**src/rtl/hazard_interlock_ctrl_pkg.sv**
```systemverilog
// Shared types for the hazard interlock controller.
//   ctrl_state_t : controller state encodings RUN/STALL/FLUSH (exposed on Ctrl_State)
//   sb_slot_t    : one scoreboard slot {valid, gpr_wr, dst, hilo_wr}
//   REG_ZERO     : architectural $0, which never creates a dependency
package hazard_interlock_ctrl_pkg;

  typedef enum logic [1:0] {
    RUN   = 2'd0,
    STALL = 2'd1,
    FLUSH = 2'd2
  } ctrl_state_t;

  typedef struct packed {
    logic       valid;
    logic       gpr_wr;
    logic [4:0] dst;
    logic       hilo_wr;
  } sb_slot_t;

  localparam logic [4:0] REG_ZERO = 5'd0;

endpackage

```
**src/rtl/hazard_interlock_ctrl_sb_match.sv**
```systemverilog
// Combinational compare of one scoreboard slot against the operands read
// by the instruction currently in DEC.
//   slot     : scoreboard slot under test
//   slotEn   : 0 masks this slot entirely (used for the WB slot)
//   rs, rt   : source register numbers of the DEC instruction
//   usesRs   : DEC reads rs
//   usesRt   : DEC reads rt
//   usesHiLo : DEC reads HI or LO
//   hit      : slot produces something DEC still needs
module hazard_interlock_ctrl_sb_match
  import hazard_interlock_ctrl_pkg::*;
(
  input  sb_slot_t   slot,
  input  logic       slotEn,
  input  logic [4:0] rs,
  input  logic [4:0] rt,
  input  logic       usesRs,
  input  logic       usesRt,
  input  logic       usesHiLo,
  output logic       hit
);

  logic live;
  logic rsHit;
  logic rtHit;
  logic hiloHit;

  always_comb begin
    live    = slotEn && slot.valid;
    // $0 reads are excluded here, so a write to $0 can never stall anyone.
    rsHit   = usesRs && (rs != REG_ZERO) && slot.gpr_wr && (slot.dst == rs);
    rtHit   = usesRt && (rt != REG_ZERO) && slot.gpr_wr && (slot.dst == rt);
    hiloHit = usesHiLo && slot.hilo_wr;
    hit     = live && (rsHit || rtHit || hiloHit);
  end

endmodule

```
**src/rtl/hazard_interlock_ctrl.sv**
```systemverilog
// Pipeline sequencing controller for a 5-stage MIPS datapath without
// forwarding. A shadow scoreboard (EX, MEM, WB slots) tracks in-flight GPR
// and HI/LO writers; DEC is stalled on read-after-write hazards and IF/DEC
// are flushed when EX redirects the PC.
// Ports:
//   Clk, Rst            : clock (rising edge), asynchronous active-low reset
//   Dec_*               : description of the instruction currently in DEC
//   Ex_Redirect         : EX takes a branch/jump/jr this cycle
//   Cnt_Clr             : synchronous clear of both performance counters
//   PCWrite_En          : PC may load its next value
//   FeDec_Write_En      : FE_DEC register may load
//   FeDec_Flush         : FE_DEC loads a nop
//   DecEx_Bubble        : DEC_EX loads all-zero control
//   Stall_Count         : saturating count of stalled cycles
//   Flush_Count         : saturating count of redirects
//   Ctrl_State          : registered controller state (RUN/STALL/FLUSH)
//
// Control semantics: the pipeline has no valid/ready handshake; the enables
// below act as per-cycle load strobes. A stage register whose write enable is
// low holds its content; a flush or bubble loads all-zero content at the
// same edge. The enables are combinational from this cycle's inputs and the
// scoreboard, so the datapath acts on them at the very next clock edge.
module hazard_interlock_ctrl
  import hazard_interlock_ctrl_pkg::*;
#(
  parameter int CNT_W     = 16,
  parameter int WB_HAZARD = 1
) (
  input  logic             Clk,
  input  logic             Rst,
  input  logic             Dec_Valid,
  input  logic [4:0]       Dec_Rs,
  input  logic [4:0]       Dec_Rt,
  input  logic             Dec_UsesRs,
  input  logic             Dec_UsesRt,
  input  logic             Dec_UsesHiLo,
  input  logic             Dec_RegWrite,
  input  logic [4:0]       Dec_RegDst,
  input  logic             Dec_HiLoWrite,
  input  logic             Ex_Redirect,
  input  logic             Cnt_Clr,
  output logic             PCWrite_En,
  output logic             FeDec_Write_En,
  output logic             FeDec_Flush,
  output logic             DecEx_Bubble,
  output logic [CNT_W-1:0] Stall_Count,
  output logic [CNT_W-1:0] Flush_Count,
  output logic [1:0]       Ctrl_State
);

  localparam logic WB_EN = (WB_HAZARD != 0);

  sb_slot_t    exSlot;
  sb_slot_t    memSlot;
  sb_slot_t    wbSlot;
  sb_slot_t    decEntry;
  ctrl_state_t state;
  ctrl_state_t nextState;

  logic [2:0] slotHit;
  logic       hazard;
  logic       decAdvance;
  logic       stallEvent;
  logic       flushEvent;

  // Conditional moves arrive with Dec_RegWrite set and are tracked as
  // writers regardless of whether the move will actually happen.
  always_comb begin
    decEntry.valid   = 1'b1;
    decEntry.gpr_wr  = Dec_RegWrite;
    decEntry.dst     = Dec_RegDst;
    decEntry.hilo_wr = Dec_HiLoWrite;
  end

  hazard_interlock_ctrl_sb_match u_match_ex (
    .slot     (exSlot),
    .slotEn   (1'b1),
    .rs       (Dec_Rs),
    .rt       (Dec_Rt),
    .usesRs   (Dec_UsesRs),
    .usesRt   (Dec_UsesRt),
    .usesHiLo (Dec_UsesHiLo),
    .hit      (slotHit[0])
  );

  hazard_interlock_ctrl_sb_match u_match_mem (
    .slot     (memSlot),
    .slotEn   (1'b1),
    .rs       (Dec_Rs),
    .rt       (Dec_Rt),
    .usesRs   (Dec_UsesRs),
    .usesRt   (Dec_UsesRt),
    .usesHiLo (Dec_UsesHiLo),
    .hit      (slotHit[1])
  );

  // The register file writes at the clock edge without write-through, so a
  // WB-resident producer is still unreadable unless WB_HAZARD is cleared.
  hazard_interlock_ctrl_sb_match u_match_wb (
    .slot     (wbSlot),
    .slotEn   (WB_EN),
    .rs       (Dec_Rs),
    .rt       (Dec_Rt),
    .usesRs   (Dec_UsesRs),
    .usesRt   (Dec_UsesRt),
    .usesHiLo (Dec_UsesHiLo),
    .hit      (slotHit[2])
  );

  always_comb begin
    hazard         = Dec_Valid && (|slotHit);
    stallEvent     = hazard && !Ex_Redirect;
    flushEvent     = Ex_Redirect;
    decAdvance     = Dec_Valid && !Ex_Redirect && !hazard;
    nextState      = RUN;
    PCWrite_En     = 1'b1;
    FeDec_Write_En = 1'b1;
    FeDec_Flush    = 1'b0;
    DecEx_Bubble   = 1'b0;
    if (Ex_Redirect) begin
      // The redirect wins over any hazard: the DEC instruction is on the
      // wrong path, so it is squashed rather than held.
      nextState    = FLUSH;
      FeDec_Flush  = 1'b1;
      DecEx_Bubble = 1'b1;
    end else if (hazard) begin
      nextState      = STALL;
      PCWrite_En     = 1'b0;
      FeDec_Write_En = 1'b0;
      DecEx_Bubble   = 1'b1;
    end
    if (!Rst) begin
      PCWrite_En     = 1'b0;
      FeDec_Write_En = 1'b0;
      FeDec_Flush    = 1'b1;
      DecEx_Bubble   = 1'b1;
    end
  end

  always_ff @(posedge Clk or negedge Rst) begin
    if (!Rst) begin
      exSlot      <= '0;
      memSlot     <= '0;
      wbSlot      <= '0;
      state       <= RUN;
      Stall_Count <= '0;
      Flush_Count <= '0;
    end else begin
      exSlot  <= decAdvance ? decEntry : '0;
      memSlot <= exSlot;
      wbSlot  <= memSlot;
      state   <= nextState;
      if (Cnt_Clr) begin
        Stall_Count <= '0;
      end else if (stallEvent && (Stall_Count != '1)) begin
        Stall_Count <= Stall_Count + CNT_W'(1);
      end
      if (Cnt_Clr) begin
        Flush_Count <= '0;
      end else if (flushEvent && (Flush_Count != '1)) begin
        Flush_Count <= Flush_Count + CNT_W'(1);
      end
    end
  end

  assign Ctrl_State = state;

endmodule

```
**config.mk**
```make
export PLATFORM = sky130hd
export DESIGN_NAME = hazard_interlock_ctrl
export DESIGN_NICKNAME = d
export VERILOG_FILES = /design/src/rtl/hazard_interlock_ctrl_pkg.sv /design/src/rtl/hazard_interlock_ctrl_sb_match.sv /design/src/rtl/hazard_interlock_ctrl.sv
export SDC_FILE = /design/constraint.sdc
export NUM_CORES = 1
export LEC_CHECK = 0
export ABC_AREA = 1
export BUFFER_PORTS_ARGS = -buffer_cell sky130_fd_sc_hd__buf_2
export CORE_MARGIN = 3
export CORE_UTILIZATION = 51
export DETAILED_ROUTE_END_ITERATION = 10
export PLACE_DENSITY_LB_ADDON = 0.05
export SLEW_MARGIN = 30
export SYNTH_ARGS = -nofsm -noshare
export SYNTH_HDL_FRONTEND = slang
export SYNTH_HIERARCHICAL = 1
export SYNTH_SLANG_ARGS = --single-unit
```
**constraint.sdc**
```tcl
create_clock -name Clk -period 1.8 [get_ports Clk]
set_input_delay 0.36 -clock Clk [delete_from_list [all_inputs] [get_ports Clk]]
set_output_delay 0.36 -clock Clk [all_outputs]
set_load 0.005 [all_outputs]
```
* After elaboration in Yosys (flattened, before gate mapping)
Index checks and enable logic that the tools add are counted. W data, S select, Z words.
Cells by class: add/sub/neg operators 2, eq/ne operators 8, mux-type cells 15, reductions and logical operators 39
Operator list (count):
- $mux W16 | 4
- $add A16 B1 Y16 const B | 2
- $ne A16 B16 Y1 const B | 2
- $eq A5 B5 Y1 | 6
- $logic_and A1 B1 Y1 | 26
- $reduce_bool A5 Y1 | 2
- $mux W1 | 9
- $mux W8 | 1
- $logic_or A1 B1 Y1 | 6
- $reduce_bool A2 Y1 | 2
- $reduce_or A3 Y1 | 1
- $logic_not A1 Y1 | 2
- $mux W2 | 1
Word-level totals: flip-flop bits (word level) 58, output and inout bits 38

* Logic depth before layout (Yosys ltp)
Gate-level depths: netlist of run 1.
word-level depth 13, depth in mapped cells 18

* By module
The synthesis of run 1 kept the hierarchy.
By module, submodules not included:
- hazard_interlock_ctrl | times used 1, cells each 350, area an instance 2812.7 µm², sequential area each 1451.4 µm²
- hazard_interlock_ctrl_sb_match | times used 3, cells each 55, area an instance 234.0 µm², sequential area each 0.0 µm²

* Worst setup path before layout of run 1
Ideal clock, no wire load.
path type reg-to-output, start point reg memSlot[4] (netlist name), end point out PCWrite_En, data arrival time 1.439 ns, slack 0.001 ns, cell stages (with the launch flop) 16, cells stage by stage dfrtp_1 > inv_2 > nor2_1 > nor3_2 > nand3_1 > nand3_1 > nand2_1 > inv_1 > nor2_1 > nand2_1 > nand2_1 > nor2_1 > inv_1 > nand2_1 > inv_1 > buf_4
On the way: cells in the longest elaborated chain, start to end 10, elaborated cells between the ends (all ways) 12, classes of those cells 2 x eq/ne; 3 x mux; 7 x reduce/logical
Ends and longest elaborated chain:
- start: declaration | line hazard_interlock_ctrl.sv:54 | sb_slot_t memSlot;
- start signal: assignment | line hazard_interlock_ctrl.sv:150 | memSlot <= exSlot;
- $eq A5 B5 Y1, on equally long branches | line hazard_interlock_ctrl_sb_match.sv:31, hazard_interlock_ctrl_sb_match.sv:32
- $logic_and A1 B1 Y1, on equally long branches | line hazard_interlock_ctrl_sb_match.sv:31, hazard_interlock_ctrl_sb_match.sv:32
- $logic_or A1 B1 Y1 (*) (2 in a row) | line hazard_interlock_ctrl_sb_match.sv:34 | hit = live && (rsHit || rtHit || hiloHit);
- $logic_and A1 B1 Y1 (*) | line hazard_interlock_ctrl_sb_match.sv:34
- named net slotHit[1] | line hazard_interlock_ctrl.sv:60 | logic [2:0] slotHit;
- $reduce_or A3 Y1 (*) | line hazard_interlock_ctrl.sv:111 | hazard = Dec_Valid && (|slotHit);
- $logic_and A1 B1 Y1 (*) | line hazard_interlock_ctrl.sv:111
- $mux W1 (*) (3 in a row)
- end: declaration | line hazard_interlock_ctrl.sv:42 | output logic PCWrite_En,
Mark *: on every way through the listed nets, which the timed path passes. The rest lies on a longest branch.

* Worst setup path after layout of run 1
start point reg memSlot[2] (netlist name), end point out PCWrite_En
On the way: cells in the longest elaborated chain, start to end 10, elaborated cells between the ends (all ways) 12, classes of those cells 2 x eq/ne; 3 x mux; 7 x reduce/logical
Ends and longest elaborated chain:
- $eq A5 B5 Y1, on equally long branches | line hazard_interlock_ctrl_sb_match.sv:31, hazard_interlock_ctrl_sb_match.sv:32
- $logic_and A1 B1 Y1, on equally long branches | line hazard_interlock_ctrl_sb_match.sv:31, hazard_interlock_ctrl_sb_match.sv:32
- $logic_or A1 B1 Y1 (*) (2 in a row) | line hazard_interlock_ctrl_sb_match.sv:34
- $logic_and A1 B1 Y1 (*) | line hazard_interlock_ctrl_sb_match.sv:34
- named net slotHit[1] | line hazard_interlock_ctrl.sv:60
- $reduce_or A3 Y1 (*) | line hazard_interlock_ctrl.sv:111
- $logic_and A1 B1 Y1 (*) | line hazard_interlock_ctrl.sv:111
- $mux W1 (*) | line hazard_interlock_ctrl.sv:126 | end else if (hazard) begin
- $mux W1 (*) | line hazard_interlock_ctrl.sv:120 | if (Ex_Redirect) begin
- $mux W1 (*) | line hazard_interlock_ctrl.sv:132 | if (!Rst) begin
Marks and branches as above.

==> flow_summary.rst, run 1 <==
.. list-table::
   :header-rows: 1

   * - Metric
     - Value
   * - Result of the run
     - finished, violations left
   * - Violated checks
     - setup timing
   * - Max rail drop VDD
     - 0.000471 V
   * - Cell count of the worst reg-to-reg path
     - 18
   * - Worst Setup Start Kind
     - flop
   * - Largest net degree at the start of global routing
     - 32
   * - Peak clock frequency supported by timing
     - between 400 and 500 MHz
   * - Wire length of the first global-routing pass
     - about 14000 µm
   * - Initial cell density of the core
     - between 50% and 60%
   * - Buffer levels on the longest clock path
     - 2
   * - Iteration-0 DRC count of the detailed router
     - 173
   * - Gate count after technology mapping
     - between 500 and 600
   * - Total setup violations reported at the end of the flow
     - 19
   * - Global Route Usage Sum
     - approximately a quarter
   * - Worst path setup slack after routing
     - -0.447 ns
   * - List of most frequent post-synthesis cells
     - sky130_fd_sc_hd__nand2_1, sky130_fd_sc_hd__nor2_1, sky130_fd_sc_hd__inv_1
   * - Final critical path time including I/O delays and setup
     - 2.25 ns
   * - Number of levels in the clock H-tree
     - 3
   * - Die Footprint
     - a little under 8000 µm²
   * - Top delay family on crit path
     - simple AND/OR/NAND/NOR gates
   * - Worst endpoint required time
     - between 1 and 1.5 ns
   * - RR Startpoint
     - memSlot[2]
   * - Total power divided by cell area
     - 658 nW/µm²
   * - Site row count
     - 29
   * - Most used flip-flop cell after synthesis
     - sky130_fd_sc_hd__dfrtp_1
   * - Mean instance size in the synthesized netlist
     - a little under 7 µm²
   * - Slowest cell on the critical path
     - sky130_fd_sc_hd__dfrtp_1
   * - CTS buffer count
     - 9
   * - Number of I/O port buffers
     - a little over 60
   * - Fraction of the yosys area taken by sequential cells
     - 41.3%
   * - Total number of nets in the final design
     - about 630
   * - Number of flops mapped to enable cells by yosys
     - 0
   * - Diodes inserted
     - 0
   * - Critical path type
     - reg -> out
   * - Wire length reported by the detailed router
     - 8880 µm
   * - Vert. Die Dim
     - between 80 and 90 µm
   * - Vias
     - roughly 3500
   * - Capture instance of the worst register-to-register path
     - Stall_Count[13]
   * - Core outline area
     - around 6500 µm²
   * - Register-to-register path setup slack
     - -0.28 ns
   * - Met3 layer usage reported by global route
     - between 3 and 4%
   * - Number of warnings printed during yosys synthesis
     - 6
   * - Via count normalized by instance count
     - 5.08
   * - Unrepaired setup endpoints after global routing
     - true
   * - Highest net fanout along the worst path
     - 4
   * - Final hold violation count
     - 0
   * - Standard cell area after detailed placement
     - about 4000 µm²
   * - Delay of the slowest cell on the worst path
     - 0.42 ns
   * - Main area contributors after synthesis
     - sky130_fd_sc_hd__dfrtp_1, sky130_fd_sc_hd__nand2_1, sky130_fd_sc_hd__nor2_1, sky130_fd_sc_hd__inv_1, sky130_fd_sc_hd__nand3_1
   * - Average wire per standard cell
     - 13.1 µm
   * - Count of pins on the block boundary
     - 63
   * - DRC violations left
     - 0
   * - Number of sinks handled by clock tree synthesis
     - 58
   * - Clock latency at the later pin of the worst-skew pair
     - 0.33 ns
   * - Biggest area consumer among synthesized cells
     - sky130_fd_sc_hd__dfrtp_1
   * - Placer's final routability congestion estimate
     - 0.903
   * - Dominant cell by count in the synthesized netlist
     - sky130_fd_sc_hd__nand2_1
   * - Distinct cell type count of the synthesized netlist
     - 29
   * - Pins over their slew limit
     - 0
   * - Share of synthesized flip-flops with an asynchronous set or reset
     - 100%
   * - Antenna violation net count after detailed routing
     - 0
   * - Overall die width
     - just under 90 µm
   * - Met2 track demand over resource
     - between 30% and 40%
   * - Clock Tree Root
     - sky130_fd_sc_hd__clkbuf_8
   * - Yosys reg bits
     - a little under 60
   * - Final worst hold slack
     - 0.152 ns
   * - Nature of the critical path endpoint
     - output port
   * - Total non-filler cell area in the finished layout
     - around 4300 µm²
   * - Post-DP HPWL
     - 6490 µm
   * - Area of the mapped netlist
     - 3510 µm²
   * - Layout area overhead
     - 21.5%
   * - MaxCap Viol Count
     - 0
   * - CTS tree
     - done
   * - Setup Total Neg Slack
     - -5.42 ns
   * - Cell leakage power
     - 2.40 nW
   * - Part of the cycle the worst path needs
     - 125%
   * - Yosys top cell area share
     - 41.3%
   * - Data arrival time at the worst-slack endpoint
     - about 1.9 ns
   * - # fillers
     - about 630
   * - Clock-pin slew of the registers on the worst-case setup and hold paths
     - around 0.070 ns
   * - Number of global-route vias before repair
     - approximately 3200
   * - Clock tree skew after final layout
     - slightly above 0.009 ns
   * - Global route total overflow
     - 0
   * - Most utilized layer in the global route result
     - met2
   * - Number of antenna violations at the first check in global routing
     - 0
   * - Fraction of met1 tracks used by global routing
     - a little under a third
   * - Cells traversed along the worst timing path
     - xnor2_1, nand2_1, nor2_1, nand3_1, nand3_1, nand2_1, inv_1, nor2_1, nand2_1, nand2_2, nor2_4, inv_2, nand2_2, inv_2, buf_2
   * - Worst min-delay path category
     - in -> async
   * - Number of buffer and inverter stages on the critical path
     - 4
   * - Cell repeated most along the worst path
     - sky130_fd_sc_hd__nand2_1
   * - First-pass DRT Iterations
     - 4
   * - Fraction of layout cells with a size suffix above 1
     - between 20% and 30%
power by group:
part,internal [mW],total (mW),switching (mW)
logic,0.0961,0.274,0.178
registers,1.33,1.35,0.0202
clock network,0.664,1.19,0.524
total,2.09,2.81,0.722
area by class of cell:
cell class	count	area [µm²]	area share (%)
Multi-Input combinational cell	383	1810	42.4
Sequential cell	58	1450	34.0
Timing Repair Buffer	78	455	10.7
Inverter	69	264	6.18
Clock buffer	10	138	3.22
Tap cell	77	96.3	2.26
Clock inverter	5	55.1	1.29
per-layer routing:
| layer | share of wire, % | vias up |
|---|---|---|
| li1 | - | 1759 |
| met1 | 46 | 1585 |
| met2 | 47 | 94 |
| met3 | 5.0 | 14 |
| met4 | 2.0 | 0 |
| met5 | 0 | - |
worst reg2reg max path: stages (launching register included):
cell and delay (ns):
sky130_fd_sc_hd__dfrtp_1 0.42, sky130_fd_sc_hd__xnor2_1 0.16, sky130_fd_sc_hd__nand2_1 0.09, sky130_fd_sc_hd__nor2_1 0.12, sky130_fd_sc_hd__nand3_1 0.08, sky130_fd_sc_hd__nand3_1 0.07
sky130_fd_sc_hd__nand2_1 0.05, sky130_fd_sc_hd__inv_1 0.05, sky130_fd_sc_hd__nor2_1 0.04, sky130_fd_sc_hd__nand2_1 0.07, sky130_fd_sc_hd__nand2_2 0.08, sky130_fd_sc_hd__nor2_4 0.09
sky130_fd_sc_hd__inv_2 0.05, sky130_fd_sc_hd__buf_4 0.13, sky130_fd_sc_hd__nor2_4 0.17, sky130_fd_sc_hd__nor2_4 0.08, sky130_fd_sc_hd__buf_6 0.13, sky130_fd_sc_hd__nand2_1 0.05
sky130_fd_sc_hd__nand2_1 0.05
what timing repair did:
action / 4_1_cts / 5_1_grt
endpoints found under the setup margin: 19 / 40
hold endpoints to repair: 1 / 0
setup buffers: 3 / 1
gates resized for setup: 13 / 18
hold buffers: 1 / 0
pin swaps: 2 / 16
logic make-up after synthesis:
family / share of synthesized area [%]
AO/OA/AOI/OAI: 3.42
XOR/XNOR: 3.49
adder cells (fa/ha/maj): 0.712
buffers and inverters: 8.76
flip-flops: 41.3
other: 0.107
AND/OR/NAND/NOR: 42.2
cell usage in the layout, fill, tap and decap left out, types with 6 or more instances in the layout:
cell                       instances
sky130_fd_sc_hd__nand2_1         185
sky130_fd_sc_hd__nor2_1           72
sky130_fd_sc_hd__buf_2            62
sky130_fd_sc_hd__inv_1            60
sky130_fd_sc_hd__dfrtp_1          58
sky130_fd_sc_hd__nand3_1          30
sky130_fd_sc_hd__nand4_1          25
sky130_fd_sc_hd__nand2_2          14
sky130_fd_sc_hd__xor2_1           11
sky130_fd_sc_hd__clkbuf_8         10
sky130_fd_sc_hd__buf_4             9
sky130_fd_sc_hd__inv_2             8
sky130_fd_sc_hd__o21ai_0           7
sky130_fd_sc_hd__nor2_4            6
sky130_fd_sc_hd__buf_6             6
flip-flops by register name, indices dropped and copies added (netlist names):
register,count
Stall_Count,16
wbSlot,8
exSlot,8
memSlot,8
Ctrl_State,2
Flush_Count,16
through the flow:
| stage | instances | total power, mW | setup WS [ns] | utilization [%] |
|---|---|---|---|---|
| finish | 680 | 2.81 | -0.447 | 65.8 |
| floorplan | 517 | 1.50 | 0.000953 | - |
| detailed placement | 661 | 1.63 | -0.327 | 61.1 |
| CTS | 680 | 2.83 | -0.494 | 65.2 |
| global placement | 661 | 1.63 | -0.312 | 61.1 |
| global route | 680 | 2.93 | -0.643 | 65.8 |
worst max-delay path by stage:
stage | start | endpoint | slack (ns) | cells after the start
after floorplan | memSlot[4] | PCWrite_En | 0.001 | 15
after global placement | Dec_Rs[1] | FeDec_Write_En | -0.31 | 16
after detailed placement | Dec_Rs[3] | PCWrite_En | -0.33 | 15
after CTS | memSlot[2] | PCWrite_En | -0.49 | 15
after global routing | memSlot[2] | PCWrite_En | -0.64 | 15
final | memSlot[2] | PCWrite_En | -0.45 | 15
Power figures use the tool's default switching activity.
==> run 2, diff against run 1 <==
PLACE_DENSITY = 0.77   (was default)
PLACE_DENSITY_LB_ADDON = default   (was 0.05)
==> flow_summary.rst, run 2 (same netlist as run 1, synthesis figures left out) <==
.. list-table::
   :header-rows: 1

   * - Metric
     - Value
   * - Number of levels in the clock H-tree
     - 3
   * - Clock-pin slew of the registers on the worst-case setup and hold paths
     - ~0.070 ns
   * - Most frequent standard cell in the layout excluding fill and tap cells
     - sky130_fd_sc_hd__nand2_1
   * - Initial cell density of the core
     - about 54%
   * - CTS tree
     - done
   * - DRC violations left
     - 0
   * - Global Route Usage Sum
     - 24.9%
   * - Max rail drop VDD
     - around 0.00050 V
   * - Overall die width
     - just under 90 µm
   * - Final hold violation count
     - 0
   * - Number of I/O port buffers
     - 62
   * - Number of sinks handled by clock tree synthesis
     - 58
   * - Data arrival time at the worst-slack endpoint
     - 1.90 ns
   * - Worst Max-Slew Pin Slew
     - 0.539 ns
   * - Slew headroom
     - between 60 and 70%
   * - Cells traversed along the worst timing path
     - xnor2_1, nand2_1, nor2_1, nand3_1, nand3_1, nand2_1, inv_1, nor2_1, nand2_1, nand2_2, nor2_4, inv_2, nand2_2, inv_2, buf_2
   * - Via count normalized by instance count
     - roughly 5.2
   * - Worst min-delay path category
     - in -> async
   * - Antenna violation net count after detailed routing
     - 0
   * - MaxCap Viol Count
     - 0
   * - Vert. Die Dim
     - between 80 and 90 µm
   * - Worst Setup Start Kind
     - flop
   * - Result of the run
     - finished, violations left
   * - Final critical path time including I/O delays and setup
     - approximately 2.3 ns
   * - Largest net degree at the start of global routing
     - 22
   * - Number of global-route vias before repair
     - roughly 3400
   * - Biggest registers after layout
     - Flush_Count (16), Stall_Count (16)
   * - Clock latency at the later pin of the worst-skew pair
     - about 0.35 ns
   * - Setup Total Neg Slack
     - -4.49 ns
   * - Count of pins on the block boundary
     - 63
   * - Diodes inserted
     - 0
   * - Wire length reported by the detailed router
     - ~9200 µm
   * - Slowest cell on the critical path
     - sky130_fd_sc_hd__dfrtp_1
   * - Number of antenna violations at the first check in global routing
     - 0
   * - Iteration-0 DRC count of the detailed router
     - 195
   * - Cell leakage power
     - between 2 and 2.5 nW
   * - Cell repeated most along the worst path
     - sky130_fd_sc_hd__nand2_1
   * - End point of the critical path
     - FeDec_Write_En
   * - Global route total overflow
     - 0
   * - Clock tree skew after final layout
     - 0.0101 ns
   * - Beginning of the critical path
     - memSlot[2]
   * - Core outline area
     - approximately 6500 µm²
   * - Part of the cycle the worst path needs
     - 125%
   * - Total power divided by cell area
     - between 600 and 700 nW/µm²
   * - Layout area overhead
     - 21.6%
   * - CTS buffer count
     - 9
   * - Worst path setup slack after routing
     - -0.456 ns
   * - Clock Tree Root
     - sky130_fd_sc_hd__clkbuf_8
   * - Buffer levels on the longest clock path
     - 2
   * - Highest net fanout along the worst path
     - 4
   * - Wire length of the first global-routing pass
     - 15200 µm
   * - Nature of the critical path endpoint
     - output port
   * - Peak clock frequency supported by timing
     - about 440 MHz
   * - RR Startpoint
     - memSlot[5]
   * - Site row count
     - 29
   * - Capture instance of the worst register-to-register path
     - Stall_Count[7]
   * - Pins over their slew limit
     - 0
   * - Fraction of layout cells with a size suffix above 1
     - 22.6%
   * - Total setup violations reported at the end of the flow
     - 19
   * - Unrepaired setup endpoints after global routing
     - true
   * - Total number of nets in the final design
     - roughly 630
   * - Placer's final routability congestion estimate
     - 0.902
   * - Die Footprint
     - approximately 7900 µm²
   * - Violated checks
     - setup timing
   * - Vias
     - 3568
   * - Worst endpoint required time
     - approximately 1.4 ns
   * - Delay of the slowest cell on the worst path
     - 0.42 ns
   * - Critical path type
     - reg -> out
   * - Post-DP HPWL
     - just under 7000 µm
   * - First-pass DRT Iterations
     - 5
   * - Overall Power
     - 2.83 mW
   * - Register-to-register path setup slack
     - -0.21 ns
   * - Commonest cells after routing, fill and taps aside
     - sky130_fd_sc_hd__nand2_1, sky130_fd_sc_hd__nor2_1, sky130_fd_sc_hd__buf_2
   * - Average wire per standard cell
     - between 10 and 15 µm
   * - Cell count of the worst reg-to-reg path
     - 18
[run 2: metrics by stage]
stage	instance area, µm²	instances	hold slack, ns	utilization (%)	setup slack, ns
finish	4270	683	0.0868	65.8	-0.456
global route	4270	683	0.100	65.8	-0.643
CTS	4240	683	0.0826	65.2	-0.534
detailed placement	4010	665	0.229	61.8	-0.342
global placement	4010	665	0.230	61.8	-0.264
floorplan	3520	517	0.0644	-	0.000953
[run 2: cell type report]
cell class / count / area [µm²]
inverters: 69 / 262
well taps: 77 / 96.3
clock inverters: 6 / 67.6
multi-input cells: 383 / 1810
clock buffers: 10 / 128
repair buffers: 80 / 459
flip-flops and latches: 58 / 1450
fillers: 573 / 2220
[run 2: worst min path at each step]
stage | to | slack, ns | cells past startpoint
floorplan | Ctrl_State[0] | 0.06 | 0
global placement | wbSlot[7] | 0.23 | 1
detailed placement | wbSlot[7] | 0.23 | 1
CTS | Stall_Count[4] | 0.08 | 2
global route | Stall_Count[4] | 0.10 | 2
finish | Stall_Count[4] | 0.09 | 2
[run 2: layer usage]
metal / GRT usage, % / vias up / share of wire (%)
met2: 41.8 / 108 / 50
li1: - / 1767 / -
met4: 12.7 / 0 / 2.4
met3: 4.06 / 25 / 5.3
met5: 0 / - / 0
met1: 31.2 / 1668 / 42
[run 2: worst max-delay path, delay by kind of cell (launching register included)]
| family | cells | cell delay, ns |
|---|---|---|
| DFF | 1 | 0.42 |
| and+or+nand+nor | 10 | 0.69 |
| buffers and inverters | 4 | 0.25 |
| xor gates and xnor gates | 1 | 0.17 |
[run 2: timing repair]
item	4_1_cts	5_1_grt
endpoints found under the setup margin	19	28
cloned	0	0
resized for setup	13	14
setup buffers	3	1
hold buffers	1	0
hold endpoints to repair	5	0
pin swaps	10	12
[run 2: power breakdown]
part	leakage, nW	internal, mW	switching (mW)
logic	1.52	0.0977	0.182
registers	0.793	1.33	0.0195
clock network	0.0925	0.641	0.556
